<file path="config.mk">
export PLATFORM = sky130hd
export DESIGN_NAME = forward_scoreboard
export DESIGN_NICKNAME = d
export VERILOG_FILES = /design/src/rtl/forward_scoreboard.sv
export SDC_FILE = /design/constraint.sdc
export NUM_CORES = 1
export LEC_CHECK = 0
export BUFFER_PORTS_ARGS = -buffer_cell sky130_fd_sc_hd__buf_2
export CAP_MARGIN = 20
export CORE_ASPECT_RATIO = 0.9
export CORE_MARGIN = 1
export CORE_UTILIZATION = 51
export DETAILED_ROUTE_END_ITERATION = 12
export GPL_TIMING_DRIVEN = 0
export MAX_ROUTING_LAYER = met4
export PLACE_DENSITY = 0.78
export SYNTH_ARGS = -nofsm -noshare
export SYNTH_HDL_FRONTEND = slang
export SYNTH_SLANG_ARGS = --single-unit
</file>
<file path="constraint.sdc">
create_clock -name clk -period 2.5 [get_ports clk]
set_clock_uncertainty 0.2 [all_clocks]
set_input_delay 0.5 -clock clk [delete_from_list [all_inputs] [get_ports clk]]
set_output_delay 0.5 -clock clk [all_outputs]
set_load 0.02 [all_outputs]
</file>
<file path="src/rtl/forward_scoreboard.sv">
// Pipeline hazard scoreboard: tracks the EXE/MEM/WB producers, raises stall for
// unresolvable RAW hazards and registers per-source forwarding selects for EXE.
module forward_scoreboard #(
    parameter int REG_W   = 4,
    parameter int NUM_SRC = 2,
    parameter int CNT_W   = 16
) (
    input  logic                       clk,
    input  logic                       rst,
    input  logic                       forward_en,
    input  logic                       flush,
    input  logic                       id_valid,
    input  logic                       id_wb_en,
    input  logic                       id_is_load,
    input  logic [REG_W-1:0]           id_dest,
    input  logic [NUM_SRC*REG_W-1:0]   id_src,
    input  logic [NUM_SRC-1:0]         id_src_used,
    output logic                       stall,
    output logic [2*NUM_SRC-1:0]       sel_src,
    output logic [CNT_W-1:0]           stall_cnt
);

    typedef struct packed {
        logic             valid;
        logic             wb_en;
        logic             is_load;
        logic [REG_W-1:0] dest;
    } stage_t;

    stage_t               exe_q, mem_q, wb_q;
    stage_t               id_entry;
    logic [NUM_SRC-1:0]   match_exe, match_mem;
    logic [2*NUM_SRC-1:0] sel_next;
    logic                 hazard;
    logic                 issue;

    // The WB entry only completes the pipeline picture; nothing downstream reads it.
    logic                 unused_wb;
    assign unused_wb = ^wb_q;

    assign id_entry = '{valid: 1'b1, wb_en: id_wb_en, is_load: id_is_load, dest: id_dest};

    // NOTE: every signal assigned in always_comb gets a default first so no latch is inferred.
    always_comb begin
        match_exe = '0;
        match_mem = '0;
        for (int i = 0; i < NUM_SRC; i++) begin
            match_exe[i] = exe_q.valid & exe_q.wb_en & id_src_used[i]
                         & (id_src[i*REG_W +: REG_W] == exe_q.dest);
            match_mem[i] = mem_q.valid & mem_q.wb_en & id_src_used[i]
                         & (id_src[i*REG_W +: REG_W] == mem_q.dest);
        end
    end

    // With forwarding only a load still in EXE cannot deliver in time.
    always_comb begin
        hazard = 1'b0;
        if (forward_en)
            hazard = (|match_exe) & exe_q.is_load;
        else
            hazard = |(match_exe | match_mem);
    end

    assign stall = id_valid & ~flush & hazard;
    assign issue = id_valid & ~flush & ~stall;

    // EXE match wins: it is the youngest producer of the register.
    always_comb begin
        sel_next = '0;
        if (issue && forward_en) begin
            for (int i = 0; i < NUM_SRC; i++) begin
                if (match_exe[i])
                    sel_next[2*i +: 2] = 2'b01;
                else if (match_mem[i])
                    sel_next[2*i +: 2] = 2'b10;
            end
        end
    end

    // NOTE: sequential state uses non-blocking assignments so all stages shift on the same edge.
    always_ff @(posedge clk or posedge rst) begin
        if (rst) begin
            exe_q     <= '0;
            mem_q     <= '0;
            wb_q      <= '0;
            sel_src   <= '0;
            stall_cnt <= '0;
        end else begin
            wb_q    <= mem_q;
            mem_q   <= exe_q;
            exe_q   <= issue ? id_entry : '0;
            sel_src <= sel_next;
            if (stall && (stall_cnt != '1))
                stall_cnt <= stall_cnt + 1'b1;
        end
    end

endmodule

</file>
==> results.py, run 1 <==
metrics = {
    "cells_and_area": {
        "multiInputGateArea_um2": 702,
        "fin_nets": 201,
        "layout-drive-gt1-share_pct": 36.7,
        "diodes": 0,
        "instances_no_fill": 220,
        "regArea_um2": 826,
        "nFillCells": 210,
        "syn2layout_area_growth_pct": 29.2,
    },
    "drt": {
        "dr.first_iter.drc_count": 23,
        "drtPass1Iterations": 4,
        "ant_nets": 0,
        "drc": 0,
        "wl_mm": 2.97,
        "viasPerCell": 5.14,
        "vias": 1130,
        "wl_per_cell_um": 13.5,
    },
    "setup_path": {
        "r2r_cells": 7,
        "critPathKind": "flop to output pin",
        "cp_data_required_time_ns": 1.80,
        "crit_chain": "xor2_1 -> or4_4 -> a41oi_4 -> nor2_1 -> nor2_1 -> buf_4",
        "cp_common_cell": "nor2_1",
        "worstSetupEndpointType": "output pin",
        "cp-startpoint": "exe_q[3]$_DFF_PP0_",
        "crit_arrival_ns": 2.06,
        "start_kind": "flop",
        "max_stage_delay_ns": 0.60,
        "rrSetupSlack_ns": 0,
        "crit_fanout": 4,
        "crit_path_top_delay_cell": "or4_4",
        "rr_startpoint": "exe_q[3]$_DFF_PP0_",
        "crit_end": "stall",
        "worstReg2RegEnd": "stall_cnt[1]$_DFFE_PP0P_",
    },
    "power": {
        "design_power_total_mw": 1.03,
        "ir_drop_uv": 357,
        "p_int_mw": 0.812,
        "power.share.clock_pct": 40.2,
        "power_frac_comb_pct": 6.3,
        "switching_share_pct": 21.1,
        "seqPwrFrac_pct": 53.5,
        "power_switching_mw": 0.217,
        "p_leak_nw": 1.01,
        "p_per_area_nw_per_um2": 532,
    },
    "synth": {
        "synth_top_cell_area_share_pct": 55.1,
        "yosysWarnings": 0,
        "syn_inst": 128,
        "yosys.area.top_type": "dfrtp_1",
        "synth_edf_count": 0,
        "synth_seq_cells": 33,
        "yosys-top-cells-count": "33 x dfrtp_1, 25 x xor2_1, 11 x nor2_1",
        "netlist_area_um2": 1500,
        "syn_area_per_cell_um2": 11.7,
        "synthTopCellsByArea": "dfrtp_1 55%, xor2_1 15%, xnor2_1 3.5%, nor2_1 2.8%, and2_1 2.5%",
        "synth.most_common_cell": "dfrtp_1",
        "synth_cell_types": 25,
        "syn_nets": 150,
        "synthArstFlopShare_pct": 100,
        "ys.flop_type": "dfrtp_1",
        "yosysSeqAreaShare_pct": 55.1,
    },
    "floorplan": {
        "initial_utilization_pct": 54.1,
        "row_count": 18,
        "die_x_um": 59.1,
        "pin_count": 42,
        "die-area_um2": 3160,
        "core-area_um2": 2770,
        "die_y_um": 53.4,
    },
    "timing": {
        "timing.final.crit_period_ns": 2.76,
        "setup_violations": 2,
        "maxSlewViolCount": 0,
        "rsz0062_at_grt": "yes",
        "setup_ws_ns": -0.257,
        "max_freq_mhz": 363,
        "period_share_pct": 110,
        "hold_violations": 0,
        "worst_pin_slew_ns": 0.803,
        "worst_slew_margin_rel_pct": 46.1,
    },
    "clocking": {
        "cts.sinks": 33,
        "clk_latency_ns": 0.33,
        "cts_max_level": 2,
        "root_buffer": "clkbuf_4",
        "cts_inserted_buffers": 5,
        "holdBufCountCts": 0,
        "path_clk_slew_ns": 0.10,
        "cts_tree": "yes",
        "clockBufferDepth": 2,
    },
    "placed_design": {
        "hpwl_mm": 2.18,
        "port_buffers": 41,
        "placed_cells": 210,
        "place_congestion": 0.895,
    },
    "global_routing": {
        "grt_overflow_total": 0,
        "grt_max_degree": 18,
        "grt_use_total_pct": 21.6,
        "antenna_found_initial": 0,
        "grt_pass1_vias": 1023,
        "grt_pass1_wl_mm": 4.64,
    },
    "run": {
        "max_cap_viol_count": 0,
    },
    "outcome": {
        "violations": "setup timing",
        "status": "finished with violations",
    },
    "hold_path": {
        "hold_class": "input port to async pin",
    },
}
==> sequential cells by signal, summed over array words and instances, names as in the netlist <==
register / count
exe_q: 7
sel_src: 4
mem_q: 6
stall_cnt: 16
==> stage by stage <==
stage	setup TNS (ns)	util, %	setup WS [ns]	instance area, um2	hold slack, ns
floorplan	0	-	0.0280	1500	0.173
global placement	-0.642	63.3	-0.127	1750	0.191
detailed placement	-1.14	64.3	-0.155	1780	0.199
CTS	-0.284	68.7	-0.274	1900	0.0985
global route	-1.47	69.9	-0.365	1940	0.116
finish	-0.261	69.9	-0.257	1940	0.0815
==> routing by layer <==
metal / global-route usage (%) / wire (um)
met5: - / 0
met4: 9.92 / 48
met3: 6.60 / 186
met2: 32.6 / 1400
met1: 26.7 / 1340
==> power groups by stage <==
| stage | combinational (mW) | clock [mW] | sequential (mW) |
|---|---|---|---|
| floorplan | 0.0304 | 0 | 0.560 |
| global placement | 0.0558 | 0 | 0.560 |
| detailed placement | 0.0645 | 0 | 0.561 |
| CTS | 0.0656 | 0.422 | 0.551 |
| global route | 0.0720 | 0.451 | 0.552 |
| finish | 0.0646 | 0.414 | 0.551 |
==> worst max-delay path: cells and delay by family, from the launching register on <==
| family | cells | cell delay (ns) |
|---|---|---|
| AOI/OAI and AO/OA | 1 | 0.21 |
| xor gates and xnor gates | 1 | 0.17 |
| buffers and inverters | 1 | 0.15 |
| DFF | 1 | 0.44 |
| and+or+nand+nor | 3 | 0.76 |
==> cells in the final DEF, fill, tap and decap left out, types with 3 or more instances in the layout <==
master,instances
buf_2,40
dfrtp_1,33
xor2_1,25
nor2_1,11
xnor2_1,6
nand4_1,6
nand2_1,6
nand3_1,6
and2_1,6
nor4_2,5
clkbuf_4,5
or4_4,4
nor3_1,3
inv_1,3
buf_4,3
==> cell families after synthesis <==
logic type / count (synthesis) / synth area share (%)
buffers and inverters: 4 / 1.09
adders and majority gates: 1 / 0.835
DFF: 33 / 55.1
AOI/OAI and AO/OA: 4 / 2.84
and+or+nand+nor: 54 / 21.2
muxes: 1 / 0.752
xor gates and xnor gates: 31 / 18.1
==> area by class of cell <==
| cell class | instances | share of cell area (%) |
|---|---|---|
| buffer | 1 | 0.582 |
| multi-input combinational | 91 | 36.3 |
| clock inverter | 1 | 1.55 |
| clock buffer | 7 | 2.84 |
| sequential | 33 | 42.7 |
| timing repair buffer | 44 | 12.9 |
| tap | 40 | 2.59 |
| inverter | 3 | 0.582 |
==> how the worst min path moves through the flow <==
stage | start | endpoint | slack, ns | cells after the start
floorplan | exe_q[5]$_DFF_PP0_ | mem_q[5]$_DFF_PP0_ | 0.17 | 0
global placement | exe_q[6]$_DFF_PP0_ | mem_q[6]$_DFF_PP0_ | 0.19 | 0
detailed placement | exe_q[6]$_DFF_PP0_ | mem_q[6]$_DFF_PP0_ | 0.20 | 0
CTS | rst | stall_cnt[13]$_DFFE_PP0P_ | 0.1 | 2
global route | rst | stall_cnt[15]$_DFFE_PP0P_ | 0.12 | 2
finish | rst | stall_cnt[15]$_DFFE_PP0P_ | 0.08 | 2
==> what timing repair did <==
action,4_1_cts,5_1_grt
hold endpoints to repair,0,0
setup buffers,1,0
cloned,0,1
resized for setup,5,6
endpoints found under the setup margin,1,19
pin swaps,2,2
Note: power is estimated with default switching activity, not from simulation.
==> run 2, diff against run 1 <==
- ABC_AREA: unset -> 1
- CORE_UTILIZATION: 51 -> 54
- PLACE_DENSITY: 0.78 -> 0.79
==> run 2 against run 1 <==
The flow now finishes without violations. Cell count up 63%. Area after synthesis up 27%. Die area up 20%. Largest cell class is now multi-input gates.
==> results.py, run 2 <==
metrics = {
    "setup_path": {
        "rrSetupSlack_ns": 0.27,
        "crit_arrival_ns": 1.69,
        "worstSetupEndpointType": "output pin",
        "crit_chain": "inv_2 -> nand2_1 -> nand2_1 -> nor2_1 -> nand3_1 -> nand2_2 -> nand2_2 -> nand2_4 -> inv_4 -> nor3_2 -> buf_4",
        "r2r_cells": 8,
        "start_kind": "flop",
        "rr_startpoint": "stall_cnt[0]$_DFFE_PP0P_",
        "cp-startpoint": "exe_q[0]$_DFF_PP0_",
        "crit_family": "simple AND/OR/NAND/NOR gates",
        "worstSetupPathDepth": 11,
        "critPathKind": "flop to output pin",
        "crit_path_top_delay_cell": "dfrtp_1",
        "cp.buffers_inverters": 3,
        "crit_fanout": 4,
        "worstReg2RegEnd": "stall_cnt[9]$_DFFE_PP0P_",
        "cp_data_required_time_ns": 1.80,
        "max_stage_delay_ns": 0.43,
    },
    "drt": {
        "wl_mm": 4.21,
        "vias": 1815,
        "drtPass1Iterations": 4,
        "viasPerCell": 5.06,
        "drc": 0,
        "dr.first_iter.drc_count": 228,
        "wl_per_cell_um": 11.7,
        "ant_nets": 0,
    },
    "cells_and_area": {
        "final_common_cell": "nand2_1",
        "layout-drive-gt1-share_pct": 22.9,
        "diodes": 0,
        "instances_no_fill": 359,
        "fin_util_pct": 70.0,
        "max_flop_register": "stall_cnt",
        "largest_reg_flops": 16,
        "syn2layout_area_growth_pct": 24.0,
        "layout_common_cells": "91 x nand2_1, 42 x buf_2, 35 x inv_1",
        "fin_nets": 336,
        "top_regs": "stall_cnt: 16 flops, exe_q: 7 flops, mem_q: 6 flops",
    },
    "timing": {
        "hold_violations": 0,
        "timing.final.crit_period_ns": 2.39,
        "max_freq_mhz": 418,
        "holdWs_ns": 0.0741,
        "period_share_pct": 95.8,
        "setup_violations": 0,
        "setup_ws_ns": 0.106,
        "worst_slew_margin_rel_pct": 56.3,
        "maxSlewViolCount": 0,
        "worst_pin_slew_ns": 0.653,
    },
    "global_routing": {
        "grt_overflow_total": 0,
        "antenna_found_initial": 0,
        "grt_max_degree": 20,
        "grt_use_total_pct": 25.1,
        "grt_pass1_wl_mm": 6.80,
        "grt_pass1_vias": 1569,
    },
    "synth": {
        "synth_top_cell_area_share_pct": 43.3,
        "syn_inst": 262,
        "synth.most_common_cell": "nand2_1",
        "syn_area_per_cell_um2": 7.28,
        "synth_seq_cells": 33,
        "yosys-top-cells-count": "94 x nand2_1, 38 x inv_1, 33 x dfrtp_1",
        "yosysSeqAreaShare_pct": 43.3,
        "ys.flop_type": "dfrtp_1",
        "synth_cell_types": 21,
        "synthTopCellsByArea": "dfrtp_1 43%, nand2_1 18%, inv_1 7.5%, nand4_1 6.6%, nor2_1 5.3%",
        "syn_nets": 284,
        "netlist_area_um2": 1910,
        "yosys.area.top_type": "dfrtp_1",
        "synthArstFlopShare_pct": 100,
        "synth_edf_count": 0,
        "yosysWarnings": 0,
    },
    "power": {
        "seqPwrFrac_pct": 48.4,
        "power.share.clock_pct": 44.1,
        "switching_share_pct": 23.3,
        "p_per_area_nw_per_um2": 482,
        "p_leak_nw": 1.33,
        "design_power_total_mw": 1.14,
        "p_int_mw": 0.875,
        "ir_drop_uv": 287,
        "power_switching_mw": 0.266,
        "power_frac_comb_pct": 7.6,
    },
    "placed_design": {
        "hpwl_mm": 3.17,
        "port_buffers": 41,
        "place_congestion": 0.972,
        "preCtsSetupSlack_ns": 0.0397,
        "placed_cells": 348,
    },
    "floorplan": {
        "row_count": 20,
        "initial_utilization_pct": 56.5,
        "die_x_um": 64.7,
        "pin_count": 42,
        "core-area_um2": 3380,
        "die_y_um": 58.4,
        "die-area_um2": 3780,
    },
    "clocking": {
        "clk_latency_ns": 0.30,
        "cts.sinks": 33,
        "cts_inserted_buffers": 5,
        "path_clk_slew_ns": 0.07,
        "root_buffer": "clkbuf_8",
        "cts_max_level": 2,
        "cts_tree": "yes",
        "clockBufferDepth": 2,
        "holdBufCountCts": 0,
    },
    "outcome": {
        "status": "finished clean",
    },
    "run": {
        "max_cap_viol_count": 0,
    },
    "hold_path": {
        "hold_class": "input port to async pin",
    },
}
run 2: worst max-delay path by stage:
stage	end	slack, ns
3_3_place_gp	stall	0.07
6_report	stall	0.11
5_1_grt	stall	-0.04
3_5_place_dp	stall	0.04
4_1_cts	stall	0.05
2_1_floorplan	stall	0.21
run 2: timing repair:
action	CTS	global route
pin swaps	1	5
endpoints found under the hold margin	0	0
gates resized for setup	1	12
setup buffers	2	1
endpoints found under the setup margin	1	1
run 2: cell families after synthesis:
group,synth area share (%)
xor gates and xnor gates,6.88
and+or+nand+nor,40.2
buffers and inverters,8.98
DFF,43.3
adders and majority gates,0.656
run 2: layout make-up:
class | instances | area (um2)
plain buffers | 4 | 25.0
well taps | 44 | 55.1
flip-flops and latches | 33 | 826
fillers | 293 | 1010
clock buffers | 5 | 68.8
multi-input cells | 186 | 938
clock inverters | 3 | 46.3
repair buffers | 45 | 258
inverters | 39 | 149
run 2: routing by layer:
metal | up-vias | GRT usage (%) | routed length [um]
li1 | 925 | - | -
met1 | 811 | 32.7 | 1990
met2 | 68 | 36.1 | 1860
met3 | 11 | 8.33 | 284
met4 | 0 | 9.84 | 86
met5 | - | - | 0
run 2: metrics by stage:
stage,instance area [um2],TNS [ns]
2_1_floorplan,1910,0
3_3_place_gp,2170,0
3_5_place_dp,2200,0
4_1_cts,2330,0
5_1_grt,2370,-0.0362
6_report,2370,0
run 2: power groups by stage:
stage | clock [mW] | sequential [mW] | combinational, mW
2_1_floorplan | 0 | 0.560 | 0.0462
3_3_place_gp | 0 | 0.561 | 0.0762
3_5_place_dp | 0 | 0.561 | 0.0833
4_1_cts | 0.516 | 0.551 | 0.0834
5_1_grt | 0.541 | 0.553 | 0.0991
6_report | 0.503 | 0.552 | 0.0865
==> run 3, diff against run 2 <==
- ABC_AREA: 1 -> unset
- CORE_UTILIZATION: 54 -> 46
- PLACE_DENSITY: 0.79 -> 0.75
- clock period: 2.5 -> 2.2 ns (I/O delays scaled with it)
==> run 3 against run 2 <==
The run now ends with setup timing left. Final area is 16% lower. Cell count is 37% lower. Flip-flop and latch count stayed put. Sequential share of layout area is 6.7 points higher. Largest cell class is now flip-flops and latches. Largest power group unchanged.
==> results.py, run 3 (same netlist as run 1, synthesis figures left out) <==
metrics = {
    "cells_and_area": {
        "max_flop_register": "stall_cnt",
        "instances_no_fill": 225,
        "layout_common_cells": "40 x buf_2, 33 x dfrtp_1, 25 x xor2_1",
        "largest_reg_flops": 16,
        "fin_util_pct": 64.8,
        "fin_nets": 204,
        "layout-drive-gt1-share_pct": 40.4,
        "final_common_cell": "buf_2",
        "syn2layout_area_growth_pct": 32.7,
        "top_regs": "stall_cnt: 16 flops, exe_q: 7 flops, mem_q: 6 flops",
        "nFillCells": 236,
        "diodes": 0,
    },
    "clocking": {
        "cts.sinks": 33,
        "clockBufferDepth": 2,
        "root_buffer": "clkbuf_4",
        "cts_tree": "yes",
        "cts_max_level": 2,
        "cts_inserted_buffers": 5,
        "clk_latency_ns": 0.34,
        "path_clk_slew_ns": 0.11,
    },
    "drt": {
        "dr.first_iter.drc_count": 27,
        "drtPass1Iterations": 4,
        "wl_per_cell_um": 13.8,
        "viasPerCell": 5.05,
        "ant_nets": 0,
        "drc": 0,
        "vias": 1136,
        "wl_mm": 3.09,
    },
    "placed_design": {
        "hpwl_mm": 2.19,
        "placed_cells": 212,
        "place_congestion": 0.986,
        "port_buffers": 41,
    },
    "timing": {
        "setup_violations": 27,
        "worst_pin_slew_ns": 0.732,
        "period_share_pct": 124,
        "hold_violations": 0,
        "timing.final.crit_period_ns": 2.72,
        "max_freq_mhz": 367,
        "setup_ws_ns": -0.525,
        "rsz0062_at_grt": "yes",
        "holdWs_ns": 0.00785,
        "worst_slew_margin_rel_pct": 51.2,
        "maxSlewViolCount": 0,
    },
    "floorplan": {
        "die_y_um": 56.1,
        "pin_count": 42,
        "die_x_um": 62.1,
        "die-area_um2": 3490,
        "initial_utilization_pct": 48.8,
        "row_count": 19,
        "core-area_um2": 3070,
    },
    "power": {
        "power.share.clock_pct": 39.5,
        "ir_drop_uv": 448,
        "seqPwrFrac_pct": 53.9,
        "switching_share_pct": 23.0,
        "p_int_mw": 0.894,
        "power_switching_mw": 0.267,
        "p_leak_nw": 1.02,
        "p_per_area_nw_per_um2": 585,
        "design_power_total_mw": 1.16,
        "power_frac_comb_pct": 6.6,
    },
    "outcome": {
        "violations": "setup timing",
        "status": "finished with violations",
    },
    "global_routing": {
        "grt_max_degree": 19,
        "grt_pass1_wl_mm": 5.16,
        "grt_overflow_total": 0,
        "antenna_found_initial": 0,
        "grt_pass1_vias": 1100,
        "grt_use_total_pct": 20.9,
    },
    "setup_path": {
        "worstReg2RegEnd": "stall_cnt[1]$_DFFE_PP0P_",
        "worstSetupEndpointType": "output pin",
        "crit_fanout": 4,
        "rrSetupSlack_ns": -0.45,
        "crit_arrival_ns": 2.08,
        "start_kind": "flop",
        "r2r_cells": 9,
        "cp_data_required_time_ns": 1.56,
        "rr_startpoint": "exe_q[1]$_DFF_PP0_",
        "critPathKind": "flop to output pin",
    },
    "run": {
        "max_cap_viol_count": 0,
    },
    "hold_path": {
        "hold_class": "input port to async pin",
    },
}
==> run 3: changes by cell type in the layout (fill, tap and decap cells not counted), sizes merged, moves of 2 or more <==
cell	delta
nand4	-15
nor3	-3
or4	+4
nor4	+5
nand3	-11
nand2	-89
nor2	-16
and2	+6
inv	-35
and3	+2
nor3b	+2
xor2	+15
==> run 3: power groups by stage <==
stage	logic, mW	registers, mW	clock network [mW]
after floorplan	0.0348	0.637	0
after global placement	0.0632	0.637	0
after detailed placement	0.0733	0.638	0
after CTS	0.0743	0.626	0.465
after global routing	0.0862	0.627	0.514
final	0.0768	0.626	0.459
==> run 3: repair_timing <==
item,4_1_cts,5_1_grt
resized for setup,7,8
cloned,1,0
hold buffers,0,0
pin swaps,2,10
buffers inserted,1,3
setup endpoints to repair,19,28
==> run 3: final cells by class <==
class | instances | area [um2] | area share (%)
Buffer | 1 | 11.3 | 0.567
Clock buffer | 5 | 37.5 | 1.89
Clock inverter | 3 | 46.3 | 2.33
Inverter | 3 | 11.3 | 0.567
Multi-Input combinational cell | 91 | 722 | 36.3
Sequential cell | 33 | 826 | 41.6
Tap cell | 42 | 52.6 | 2.64
Timing Repair Buffer | 47 | 280 | 14.1
==> run 3: worst max-delay path, cell delays in order (launching register included) <==
cell and delay [ns]:
dfrtp_1 0.42, buf_4 0.14, xor2_1 0.16, or4_4 0.54, a41oi_4 0.21, nor2_2 0.07, nor2_2 0.09, buf_6 0.12
==> run 3: how the worst max path moves through the flow <==
stage / slack (ns) / start / endpoint / cells after the start
CTS: -0.50 / exe_q[1]$_DFF_PP0_ / stall / 7
finish: -0.52 / exe_q[1]$_DFF_PP0_ / stall / 7
global route: -0.63 / exe_q[1]$_DFF_PP0_ / stall / 7
floorplan: -0.09 / id_src[6] / stall_cnt[1]$_DFFE_PP0P_ / 6
detailed placement: -0.32 / id_src[6] / stall_cnt[1]$_DFFE_PP0P_ / 7
global placement: -0.31 / id_src[4] / stall_cnt[1]$_DFFE_PP0P_ / 8
==> run 3: per-stage QoR <==
step           TNS (ns)  setup WS, ns  cell area [um2]
2_1_floorplan    -0.298       -0.0928             1510
3_3_place_gp      -4.41        -0.315             1760
3_5_place_dp      -5.01        -0.324             1790
4_1_cts           -4.60        -0.500             1930
5_1_grt           -9.89        -0.630             1990
6_report          -6.94        -0.525             1990
==> run 3: routing by layer <==
| layer | routed length, um | vias up | share of wire [%] | track usage (%) |
|---|---|---|---|---|
| li1 | - | 551 | - | - |
| met1 | 1340 | 539 | 43 | 25.2 |
| met2 | 1500 | 38 | 48 | 30.3 |
| met3 | 169 | 8 | 5.5 | 9.02 |
| met4 | 84 | 0 | 2.7 | 9.63 |
| met5 | 0 | - | 0 | - |
